--- src/rtl/cpu_ad48_decode.sv ---
// Registered decode stage for cpu_ad48: turns 48-bit fetch words into execute control,
// with a main/skid register pair so in_ready can be registered without losing throughput.
module cpu_ad48_decode #(
    parameter int unsigned PC_W = 16
) (
    input  logic            clk,
    input  logic            resetn,
    input  logic            flush,
    input  logic            in_valid,
    output logic            in_ready,
    input  logic [47:0]     in_instr,
    input  logic [PC_W-1:0] in_pc,
    output logic            out_valid,
    input  logic            out_ready,
    output logic [PC_W-1:0] out_pc,
    output logic [1:0]      out_class,
    output logic            out_dsel,
    output logic [2:0]      out_rd,
    output logic [2:0]      out_rs,
    output logic [2:0]      out_rt,
    output logic [3:0]      out_func,
    output logic            out_swap,
    output logic [47:0]     out_imm,
    output logic            out_we,
    output logic            out_halt
);

    localparam int unsigned INSTR_W = 48;
    localparam int unsigned IMM_W   = 27;

    localparam logic [3:0] OP_ALU    = 4'h1;
    localparam logic [3:0] OP_ALUI_A = 4'h2;
    localparam logic [3:0] OP_ALUI_D = 4'h3;
    localparam logic [3:0] OP_SYS    = 4'hF;

    localparam logic [1:0] CLS_ALU     = 2'd0;
    localparam logic [1:0] CLS_ALUI    = 2'd1;
    localparam logic [1:0] CLS_SYS     = 2'd2;
    localparam logic [1:0] CLS_ILLEGAL = 2'd3;

    typedef struct packed {
        logic [PC_W-1:0]    pc;
        logic [1:0]         cls;
        logic               dsel;
        logic [2:0]         rd;
        logic [2:0]         rs;
        logic [2:0]         rt;
        logic [3:0]         func;
        logic               swap;
        logic [INSTR_W-1:0] imm;
        logic               we;
        logic               halt;
    } bundle_t;

    bundle_t dec_c;
    bundle_t m_q, m_d;
    bundle_t s_q, s_d;
    logic    m_valid_q, m_valid_d;
    logic    s_valid_q, s_valid_d;
    logic    halted_q, halted_d;
    logic    in_ready_q, in_ready_d;
    logic    accept_c;

    // Bits [28:27] carry no field in any format.
    logic unused_instr_bits;
    assign unused_instr_bits = ^in_instr[28:27];

    // Field extraction; A0 is hard-wired so writes to it are suppressed.
    always_comb begin
        dec_c    = '0;
        dec_c.pc = in_pc;
        case (in_instr[47:44])
            OP_ALU: begin
                dec_c.cls  = CLS_ALU;
                dec_c.dsel = in_instr[43];
                dec_c.rd   = in_instr[42:40];
                dec_c.rs   = in_instr[39:37];
                dec_c.rt   = in_instr[36:34];
                dec_c.func = in_instr[33:30];
                dec_c.swap = in_instr[29];
                dec_c.we   = dec_c.dsel || (dec_c.rd != 3'd0);
            end
            OP_ALUI_A, OP_ALUI_D: begin
                dec_c.cls  = CLS_ALUI;
                dec_c.dsel = (in_instr[47:44] == OP_ALUI_D);
                dec_c.rd   = in_instr[42:40];
                dec_c.rs   = in_instr[39:37];
                dec_c.func = in_instr[33:30];
                dec_c.imm  = {{(INSTR_W-IMM_W){in_instr[IMM_W-1]}}, in_instr[IMM_W-1:0]};
                dec_c.we   = dec_c.dsel || (dec_c.rd != 3'd0);
            end
            OP_SYS: begin
                dec_c.cls  = CLS_SYS;
                dec_c.halt = (in_instr[3:0] == 4'hF);
            end
            default: begin
                dec_c.cls  = CLS_ILLEGAL;
            end
        endcase
    end

    // Main/skid storage: M drains first, S only fills while M is stalled.
    always_comb begin
        accept_c  = in_valid && in_ready_q && !flush;
        m_d       = m_q;
        s_d       = s_q;
        m_valid_d = m_valid_q;
        s_valid_d = s_valid_q;
        halted_d  = halted_q;
        if (flush) begin
            m_valid_d = 1'b0;
            s_valid_d = 1'b0;
            halted_d  = 1'b0;
        end else begin
            if (out_ready && m_valid_q) begin
                if (s_valid_q) begin
                    m_d       = s_q;
                    s_valid_d = 1'b0;
                end else begin
                    m_valid_d = accept_c;
                    if (accept_c) begin
                        m_d = dec_c;
                    end
                end
            end else if (accept_c) begin
                if (m_valid_q) begin
                    s_d       = dec_c;
                    s_valid_d = 1'b1;
                end else begin
                    m_d       = dec_c;
                    m_valid_d = 1'b1;
                end
            end
            if (accept_c && dec_c.halt) begin
                halted_d = 1'b1;
            end
        end
        in_ready_d = !s_valid_d && !halted_d;
    end

    always_ff @(posedge clk) begin
        if (!resetn) begin
            m_q        <= '0;
            s_q        <= '0;
            m_valid_q  <= 1'b0;
            s_valid_q  <= 1'b0;
            halted_q   <= 1'b0;
            in_ready_q <= 1'b0;
        end else begin
            m_q        <= m_d;
            s_q        <= s_d;
            m_valid_q  <= m_valid_d;
            s_valid_q  <= s_valid_d;
            halted_q   <= halted_d;
            in_ready_q <= in_ready_d;
        end
    end

    assign in_ready  = in_ready_q;
    assign out_valid = m_valid_q;
    assign out_pc    = m_q.pc;
    assign out_class = m_q.cls;
    assign out_dsel  = m_q.dsel;
    assign out_rd    = m_q.rd;
    assign out_rs    = m_q.rs;
    assign out_rt    = m_q.rt;
    assign out_func  = m_q.func;
    assign out_swap  = m_q.swap;
    assign out_imm   = m_q.imm;
    assign out_we    = m_q.we;
    assign out_halt  = m_q.halt;

endmodule
--- config.mk ---
export PLATFORM = sky130hd
export DESIGN_NAME = cpu_ad48_decode
export DESIGN_NICKNAME = d
export VERILOG_FILES = /design/src/rtl/cpu_ad48_decode.sv
export SDC_FILE = /design/constraint.sdc
export NUM_CORES = 1
export LEC_CHECK = 0
export BUFFER_PORTS_ARGS = -buffer_cell sky130_fd_sc_hd__buf_2
export CAP_MARGIN = 20
export CORE_MARGIN = 3
export CORE_UTILIZATION = 49
export CTS_CLUSTER_SIZE = 12
export DETAILED_ROUTE_END_ITERATION = 10
export PLACE_DENSITY = 0.81
export SLEW_MARGIN = 20
export SYNTH_ARGS = -nofsm -noshare
export SYNTH_HDL_FRONTEND = slang
export SYNTH_SLANG_ARGS = --single-unit
--- constraint.sdc ---
create_clock -name clk -period 4.3 [get_ports clk]
set_clock_uncertainty 0.05 [all_clocks]
set_input_delay 0.43 -clock clk [delete_from_list [all_inputs] [get_ports clk]]
set_output_delay 0.43 -clock clk [all_outputs]
set_load 0.1 [all_outputs]
[Word-level counts from Yosys, hierarchy flattened]
Cells that the tools add are included.
Word-level totals
  bits in registers: 170
  bits of input ports: 69
  output and inout bits: 85
  word-level logic and storage cells: 77
Operators by class
  eq/ne operators: 7
  mux-type cells: 22
  bitwise operators: 3
  reductions and logical operators: 19
Operators by type and width (number)
  two-way mux 83 bit: 5
  two-way mux 48 bit: 1
  case mux 7 bit (2 select lines): 1
  two-way mux 1 bit: 11
  equality test 4 x 2 -> 1 bit (second input constant): 2
  equality test 4 bit (second input constant): 2
  AND reduction 4 bit: 2
  case mux 2 bit (3 select lines): 1
  logical AND 1 bit: 5
  equality test 4 x 1 -> 1 bit (second input constant): 1
  two-way mux 4 bit: 1
  nonzero test 2 bit: 2
  OR reduction 2 bit: 2
  logical NOT 1 bit: 3
  two-way mux 3 bit: 1
  inverter 1 bit: 3
  nonzero test 3 bit: 1
  OR reduction 3 bit: 1
  logical OR 1 bit: 2
  != test 2 x 1 -> 1 bit (second input constant): 1
  != test 2 bit (second input constant): 1
  case mux 1 bit (2 select lines): 1
  AND reduction 2 bit: 1

[Depth between registers and ports, before layout]
  word-level depth: 7
  depth in mapped cells: 8
  mapped depth without buffers: 4

[Least setup slack after synthesis]
No wires, ideal clock.
  kind: register -> register
  start: register m_valid_q (netlist: out_valid)
  end: register s_q[10] (netlist name)
  library setup time: 0.132 ns
  data arrival time: 2.134 ns
  required time: 4.118 ns
  path slack: 1.984 ns
  cell stages (with the launch flop): 9
  path buffers: 4
  clock period less this slack: 2.316 ns
  cell sequence: dfxtp_1 -> buf_4 -> nand2b_1 -> or3_1 -> clkbuf_1 -> buf_6 -> buf_2 -> nand2_1 -> a21oi_1
On the way
  word-level cells in the longest chain between the ends: 3
RTL lines
  start, declared: RTL line 58  | logic m_valid_q, m_valid_d;
  start signal, assigned: RTL line 152  | m_valid_q <= m_valid_d;
  logical AND 1 bit: RTL line 115  | if (out_ready && m_valid_q) begin
  inverter 1 bit (no line)
  AND reduction 4 bit (no line) (*)
  end signal, assigned: RTL line 144  | s_q <= '0;
  end signal, assigned: RTL line 151  | s_q <= s_d;
  end, declared: RTL line 57  | bundle_t s_q, s_d;
Every way passes the cells marked *; elsewhere a longest branch is shown, timed or not.
A chain may end at the register's enable or synchronous reset.

==> flow_summary.ini <==
[timing]
period_minus_slack_ns = 2.19
fin_crit_sh_pct = 51.0
finalHoldViolCount = 0
setup_slack_ns = 2.11
maxSlewHeadroom_pct = 35.8
finalSetupViolations = 0
fmax_ghz = 0.456
slew_viol_final = 0
rsz0062_at_grt = false
setup_tns_ns = 0
tightest_slew_ns = 0.950

[cts]
post-cts-setup-buffer-count = 0
clock_latency_ns = 0.51
cts_tree = done
clock_sinks = 128
cts-root-buf = clkbuf_8
clk_pin_slew_worst_paths_ns = 0.06
htreeDepth = 4
cts_resized = 0
cts_max_path_buffers = 2
postCtsHoldBufs = 0
numCtsBuffers = 17

[place]
place.gp.congestion = 0.746
port_buffers = 151
dp_hpwl_um = 8180
pre_cts_slack_ns = 1.72

[floorplanning]
row_count = 37
io_pins = 154
die-area_um2 = 11900
die_w_um = 109
initial_utilization_pct = 50.6
fp.dieH_um = 109
core_area_um2 = 10300

[setup_path]
crit_buf_inv = 1
critical_path.slowest_cell = dfxtp_1
cp-end-kind = output pin
critical_path.top_delay_family = flip-flops
crit_arrival_ns = 1.71
rrSetupSlack_ns = 2.14
rr_endpoint = out_imm[2]
crit_fanout = 23
path_depth = 1
reg2reg_depth = 5
critPathKind = reg -> out
required_ns = 3.82
crit_chain = buf_2
max_stage_delay_ns = 0.67
cp-start-kind = flop
regToRegStartpoint = out_valid

[route]
drtIter0Drc = 394
drcViolationCount = 0
drt_first_pass_iters = 5
wire_per_inst_um = 15.5
via_per_inst = 5.61
ant_nets = 0
drt-total-wl_um = 13800
vias = 4992

[global_routing]
grt_max_degree = 125
grt.total_usage_pct = 23.3
first_global_vias = 4703
grt_pass1_wl_um = 22500
antenna_found_initial = 0
overflow = 0

[yosys]
ys_seq_elements = 128
synthCells = 643
yosysUniqueCellTypes = 36
seq_area_frac_synth_pct = 49.1
post_synth.cell_area_avg_um2 = 8.12
syn_nets = 712
syn-cell-area_um2 = 5220
yosysWarnings = 0

[hold_path]
hold_start = in_pc[13]
hold_end = s_q[80]
hold_depth = 3
hold_class = in -> reg

[final_layout]
layout_common_cells = buf_2 (151), nand2_1 (132), dfxtp_1 (128)
multiInputGateArea_um2 = 2250
syn_to_final_growth_pct = 23.9
final_common_cell = buf_2
fill_cells = 900
regArea_um2 = 2560
drive_above_1_share_pct = 26.4
nNetsFinal = 810
n_antenna_cell = 0

[power_and_ir_drop]
swShare_pct = 28.3
irDropWorstVdd_uv = 236
power_frac_seq_pct = 37.1
clockPowerShare_pct = 48.8
intPower_uw = 2390
powerDensity_nw_per_um2 = 515
total_leakage_power_uw = 0.00259
p_comb_share_pct = 14.2
p_switching_uw = 944

[flow_run]
max-cap-violations = 0

[run_status]
outcome = completed
[cells by family (layout without fill, tap and decap cells)]
family	Yosys count	after routing	share of synthesized area (%)
buffers and inverters	80	191	8.29
AO/OA/AOI/OAI	218	218	23.7
flip-flops	128	128	49.1
AND/OR/NAND/NOR	213	213	18.1
multiplexers	4	4	0.767
[Yosys cell counts]
cell type / n / area (um2)
inv_2: 1 / 3.75
and3_1: 1 / 6.26
o211a_1: 1 / 10.0
inv_1: 1 / 3.75
clkbuf_1: 32 / 120
nor2_1: 9 / 33.8
clkbuf_2: 3 / 15.0
a31oi_1: 35 / 219
nor3_1: 1 / 5.00
buf_6: 3 / 33.8
a221oi_2: 1 / 15.0
mux2i_1: 4 / 40.0
buf_1: 1 / 3.75
nand2_1: 132 / 495
a211oi_1: 1 / 7.51
a211o_1: 1 / 8.76
nand3_1: 50 / 250
nand2_2: 1 / 6.26
a21oi_1: 86 / 430
o21ai_0: 64 / 320
and2_1: 6 / 37.5
or2_2: 2 / 12.5
nor3b_1: 1 / 7.51
a22oi_1: 27 / 203
dfxtp_1: 128 / 2560
nor3_4: 1 / 16.3
o2111ai_1: 1 / 8.76
buf_2: 16 / 80.1
nor4b_1: 2 / 17.5
o41ai_2: 1 / 16.3
or3_1: 1 / 6.26
buf_4: 23 / 173
nor3b_4: 1 / 18.8
nand2b_1: 2 / 12.5
nand4_1: 2 / 12.5
nand3b_1: 1 / 7.51
[worst max-delay path by stage]
stage                       startpoint  slack, ns           to
after floorplan              out_valid       1.98      s_q[10]
after global placement    in_instr[47]       1.83  out_imm[16]
after detailed placement  in_instr[47]       1.72   out_imm[2]
after CTS                    out_valid       1.93   out_imm[2]
after global routing         out_valid       1.95     out_halt
final                      out_imm[46]       2.11  out_imm[27]
[flip-flops by register name, indices dropped and copies added, names as in the netlist, 2 cells and up]
signal and count:
s_q 62, out_imm 27, out_pc 16, out_func 4
out_rd 3, out_rs 3, out_rt 3, out_class 2
[stage by stage]
stage,hold slack [ns],cell area [um2],utilization (%),instances,power (uW)
6_report,0.118,6470,62.7,890,3330
5_1_grt,0.109,6470,62.7,890,3440
4_1_cts,0.0973,6460,62.6,890,3360
3_5_place_dp,0.395,5780,56.0,858,1730
3_3_place_gp,0.388,5780,56.0,858,1730
2_1_floorplan,0.374,5220,-,643,1640
[worst min-delay path, cell delays in order]
cell,delay (ns)
buf_2,0.10
nand2_1,0.05
a21oi_1,0.05
[cell type report]
type,instances,share of cell area (%)
sequential,128,39.6
clock buffer,20,6.89
clock inverter,12,3.56
inverter,2,0.135
timing repair buffer,157,12.4
tap,136,2.63
multi-input combinational,435,34.7
[layer usage]
metal	share of wire, %	global-route usage, %	up-vias
met5	0	0	-
met4	0.80	5.79	0
met3	7.2	6.63	9
met2	50	41.1	181
met1	42	28.0	2364
li1	-	-	2438
[power groups by stage]
stage | clock (uW) | combinational, uW | sequential [uW]
2_1_floorplan | 0 | 166 | 1480
3_5_place_dp | 0 | 471 | 1260
3_3_place_gp | 0 | 466 | 1260
5_1_grt | 1700 | 495 | 1240
4_1_cts | 1650 | 472 | 1240
6_report | 1630 | 472 | 1240
(Power assumes the default switching activity.)
